### src/rtl/mul_rnd_pipe.sv
// mul_rnd_pipe: two-stage pipeline that rounds a signed product to SIZE fractional zeros,
// with optional saturation and overflow flag, sticky bit and saturating counter.
module mul_rnd_pipe #(
    parameter int SIZE = 16,
    parameter int CNT_W = 8,
    localparam int W = SIZE * 5 / 2,
    localparam int U = W - SIZE
) (
    input  logic             clk,
    input  logic             rst_n,
    input  logic             in_valid,
    output logic             in_ready,
    input  logic [W-1:0]     data_in,
    input  logic [1:0]       mode,
    input  logic             sat_en,
    output logic             out_valid,
    input  logic             out_ready,
    output logic [W-1:0]     data_out,
    output logic             ovf,
    output logic             ovf_sticky,
    input  logic             ovf_clr,
    output logic [CNT_W-1:0] ovf_cnt
);
    logic             adv, in_inc, s1_valid, s1_inc, s1_sat, ovf_d, fire_ovf;
    logic [1:0]       s1_mode;
    logic [W-1:0]     s1_data, res;
    logic [U-1:0]     s1_upper, sum, max_pos;

    assign adv      = ~out_valid | out_ready;
    assign in_ready = adv;
    // ties-to-even: a bare half only rounds up when the kept LSB is odd
    assign in_inc   = mode == 2'b10 ? data_in[SIZE-1] & ((|data_in[SIZE-2:0]) | data_in[SIZE]) :
                      mode == 2'b11 ? data_in[SIZE-1] : 1'b0;
    assign max_pos  = {1'b0, {(U-1){1'b1}}};
    assign s1_upper = s1_data[W-1:SIZE];
    assign sum      = s1_upper + {{(U-1){1'b0}}, s1_inc};
    assign ovf_d    = s1_inc & (s1_upper == max_pos);
    assign res      = s1_mode == 2'b00 ? s1_data : {(ovf_d & s1_sat) ? max_pos : sum, {SIZE{1'b0}}};
    assign fire_ovf = out_valid & out_ready & ovf;

    always_ff @(posedge clk or negedge rst_n) begin
        if (!rst_n) begin
            s1_valid <= 1'b0;
            s1_data  <= '0;
            s1_mode  <= 2'b00;
            s1_sat   <= 1'b0;
            s1_inc   <= 1'b0;
        end else if (adv) begin
            s1_valid <= in_valid;
            s1_data  <= data_in;
            s1_mode  <= mode;
            s1_sat   <= sat_en;
            s1_inc   <= in_inc;
        end
    end

    always_ff @(posedge clk or negedge rst_n) begin
        if (!rst_n) begin
            out_valid <= 1'b0;
            data_out  <= '0;
            ovf       <= 1'b0;
        end else if (adv) begin
            out_valid <= s1_valid;
            data_out  <= res;
            ovf       <= ovf_d & s1_valid;
        end
    end

    // a clear colliding with an overflowed transfer leaves exactly that one event recorded
    always_ff @(posedge clk or negedge rst_n) begin
        if (!rst_n) begin
            ovf_sticky <= 1'b0;
            ovf_cnt    <= '0;
        end else if (ovf_clr) begin
            ovf_sticky <= fire_ovf;
            ovf_cnt    <= CNT_W'(fire_ovf);
        end else if (fire_ovf) begin
            ovf_sticky <= 1'b1;
            ovf_cnt    <= ovf_cnt == '1 ? ovf_cnt : ovf_cnt + CNT_W'(1);
        end
    end
endmodule

### config.mk
export PLATFORM = sky130hd
export DESIGN_NAME = mul_rnd_pipe
export DESIGN_NICKNAME = d
export VERILOG_FILES = /design/src/rtl/mul_rnd_pipe.sv
export SDC_FILE = /design/constraint.sdc
export NUM_CORES = 1
export LEC_CHECK = 0
export BUFFER_PORTS_ARGS = -buffer_cell sky130_fd_sc_hd__buf_2
export CAP_MARGIN = 20
export CELL_PAD_IN_SITES_DETAIL_PLACEMENT = 1
export CELL_PAD_IN_SITES_GLOBAL_PLACEMENT = 2
export CORE_MARGIN = 3
export CORE_UTILIZATION = 33
export DETAILED_ROUTE_END_ITERATION = 8
export PLACE_DENSITY = 0.87
export SKIP_LAST_GASP = 1
export SYNTH_ARGS = -nofsm -noshare
export SYNTH_HDL_FRONTEND = slang
export SYNTH_SLANG_ARGS = --single-unit
### constraint.sdc
create_clock -name clk -period 2.4 [get_ports clk]
set_clock_uncertainty 0.05 [all_clocks]
set_input_delay 0.12 -clock clk [delete_from_list [all_inputs] [get_ports clk]]
set_output_delay 0.12 -clock clk [all_outputs]
set_load 0.01 [all_outputs]
==> metrics.yaml <==
outcome:
  status: "complete, no violations"
global_route:
  grt_usage_pct: 17.3
  antenna_found_initial: 0
  grt_pass1_vias: 4045
  grt_pass1_wl_um: 20100
  grt_max_degree: 97
  overflow: 0
sta:
  slew_headroom_pct: 56.4
  finalSetupTns_ns: 0
  fin_crit_ns: 2.12
  hold_viol_final: 0
  rsz0062_at_grt: "no"
  max_freq_mhz: 471
  tightest_slew_ns: 0.654
  finalSetupViolations: 0
  finalCritPeriodShare_pct: 88.4
  maxSlewViolCount: 0
floorplanning:
  die_w_um: 121
  die_y_um: 121
  io_pins: 100
  start_util_pct: 34.1
  core_um2: 12700
  rows: 41
  die_area_um2: 14500
logic_synthesis:
  ys.flop_type: "dfrtp_1"
  yosys.area.top_type: "dfrtp_1"
  yosys_warnings: 0
  synth_edf_count: 0
  synth_area_leaders: "dfrtp_1 (55%), nand2_1 (12%), a22o_1 (3.4%)"
  postSynthRegisterBits: 96
  netlist_area_um2: 4330
  synthCells: 448
  synth.area.mux_share_pct: 0.693
  synth_top_area_share_pct: 55.4
  synth_most_common_cell: "nand2_1"
  synth_nets: 499
  synthSimpleGateAreaFrac_pct: 25.2
  synth-adder-area-share_pct: 0.866
  ys_seq_area_share_pct: 55.4
  yosys-top-cells-count: "nand2_1 (143), dfrtp_1 (96), nor2_1 (38)"
  synth-compound-area-share_pct: 10.4
  synth_top_family_by_area: "simple AND/OR/NAND/NOR gates"
  avgSynthCellArea_um2: 9.67
  synthArstFlopShare_pct: 100
  synthDistinctLibCells: 43
  synthXorXnorAreaFrac_pct: 4.65
pwr:
  p_int_mw: 3.01
  switching_share_pct: 29.4
  p_leak_nw: 2.79
  ir_drop_mv: 0.318
  pwr-share-seq_pct: 47.4
  finalPower_mw: 4.26
  comb_power_share_pct: 18.8
  power.density_nw_per_um2: 734
  switching_power_mw: 1.25
  clkPwrFrac_pct: 33.8
placement:
  numPortBuffers: 99
  place_congestion: 0.802
  detailed_place_hpwl_um: 8180
setup_path:
  rr_endpoint: "data_out[18]"
  setup.worst_path.end_class: "flop"
  crit_path_max_fanout: 15
  required_ns: 2.61
  r2r_slack_ns: 0.28
  r2r_cells: 6
  crit_type: "flop to flop"
  arrival_ns: 2.34
  crit_end: "data_out[18]"
  start_kind: "flop"
  crit_start: "s1_data[18]"
  r2r_start: "s1_data[18]"
cts:
  h-tree-depth: 3
  cts_buffers: 9
  insertion_delay_ns: 0.35
  root_buffer: "clkbuf_16"
  cts_sinks: 96
  cts_tree: "yes"
  post-cts-setup-buffers: 0
  cts_buffer_depth: 2
  cts_resized: 0
  clk_pin_slew_ns: 0.07
  ctsHoldBuffers: 45
drt:
  ant_nets: 0
  routed_wl_um: 12000
  drtIter0Drc: 206
  viasPerCell: 4.87
  dr.pass1.iters: 4
  wl_per_cell_um: 15.6
  vias: 3737
  route.detailed.drc: 0
final_layout:
  n_antenna_cell: 0
  final_layout_size_suffix_gt1_share_pct: 24.4
  nets: 641
  syn2layout_area_growth_pct: 34.0
flow_run:
  cap_violations: 0
worst_hold_path:
  hp-class: "input port to flop"
[cells by family after synthesis]
family / count (synthesis)
buffers and inverters: 27
adders and majority gates: 3
AOI/OAI and AO/OA: 56
DFF: 96
muxes: 3
xor gates and xnor gates: 23
and+or+nand+nor: 240
[worst min-delay path by stage]
stage          startpoint            to  slack (ns)  depth (start not counted)
2_1_floorplan       rst_n   data_out[0]       -0.23                          0
3_5_place_dp        rst_n  data_out[27]        0.17                          2
5_1_grt           ovf_clr    ovf_cnt[6]        0.03                          2
3_3_place_gp        rst_n  data_out[27]        0.16                          2
6_report          ovf_clr    ovf_cnt[6]       0.006                          2
4_1_cts           ovf_clr    ovf_cnt[6]       0.007                          2
[flip-flops by register name (all words and copies together) (netlist names)]
register    cells
out_valid       1
data_out       40
s1_data        40
s1_valid        1
ovf             1
s1_sat          1
ovf_sticky      1
s1_inc          1
ovf_cnt         8
s1_mode         2
[power groups by stage]
stage	Clock, mW	Sequential [mW]	Combinational, mW
2_1_floorplan	0	2.06	0.378
4_1_cts	1.47	2.02	0.809
3_5_place_dp	0	2.05	0.749
3_3_place_gp	0	2.03	0.724
6_report	1.44	2.02	0.800
5_1_grt	1.56	2.05	0.893
[per-stage QoR]
step | setup WS [ns] | hold WS, ns | util [%] | instances | instance area, um^2
global placement | 0.374 | 0.164 | 39.7 | 705 | 5040
floorplan | 0.602 | -0.226 | - | 448 | 4330
global route | 0.119 | 0.0252 | 45.6 | 767 | 5800
detailed placement | 0.299 | 0.169 | 39.7 | 705 | 5040
finish | 0.278 | 0.00571 | 45.6 | 767 | 5800
CTS | 0.264 | 0.00662 | 45.5 | 766 | 5790
[cell usage in the layout, fill, tap and decap left out, types with 2 or more instances in the layout]
cell | netlist | final
mux2i_1 | 3 | 3
dfrtp_1 | 96 | 96
inv_1 | 5 | 4
and3_1 | 4 | 4
a21oi_1 | 2 | 2
a22o_1 | 17 | 17
nand4_1 | 11 | 11
dlygate4sd3_1 | 0 | 45
and2_1 | 2 | 2
nor2_1 | 38 | 38
buf_4 | 0 | 7
xnor2_1 | 11 | 11
buf_12 | 0 | 2
o21ai_0 | 10 | 10
nor3_2 | 1 | 2
xor2_1 | 12 | 12
a31oi_2 | 10 | 10
nand2_1 | 143 | 143
nand3_1 | 11 | 11
nand2b_1 | 2 | 2
clkinv_4 | 0 | 2
nor3_1 | 9 | 8
ha_1 | 3 | 3
nand4_2 | 2 | 2
a31oi_1 | 11 | 11
nor4_1 | 5 | 5
clkbuf_16 | 0 | 9
buf_2 | 0 | 98
[routing by layer]
| layer | track usage [%] | up-vias | wire, um |
|---|---|---|---|
| met4 | 6.80 | 0 | 251 |
| li1 | - | 1800 | - |
| met1 | 22.4 | 1846 | 5410 |
| met5 | 0 | - | 0 |
| met3 | 2.90 | 17 | 416 |
| met2 | 28.9 | 74 | 5890 |
[final cells by class]
type | instances | area [um^2]
Fill cell | 1515 | 6920
Clock inverter | 6 | 68.8
Timing Repair Buffer | 153 | 1040
Tap cell | 172 | 215
Clock buffer | 10 | 229
Sequential cell | 96 | 2400
Inverter | 5 | 18.8
Multi-Input combinational cell | 325 | 1830
[critical path, stage by stage, from the launching register on]
cell and delay, ns:
dfrtp_1 0.47, and4_1 0.27, nand3_1 0.15, nor4b_4 0.36, nand2_2 0.28, buf_4 0.27
a31oi_2 0.17
Power figures use the tool's default switching activity.
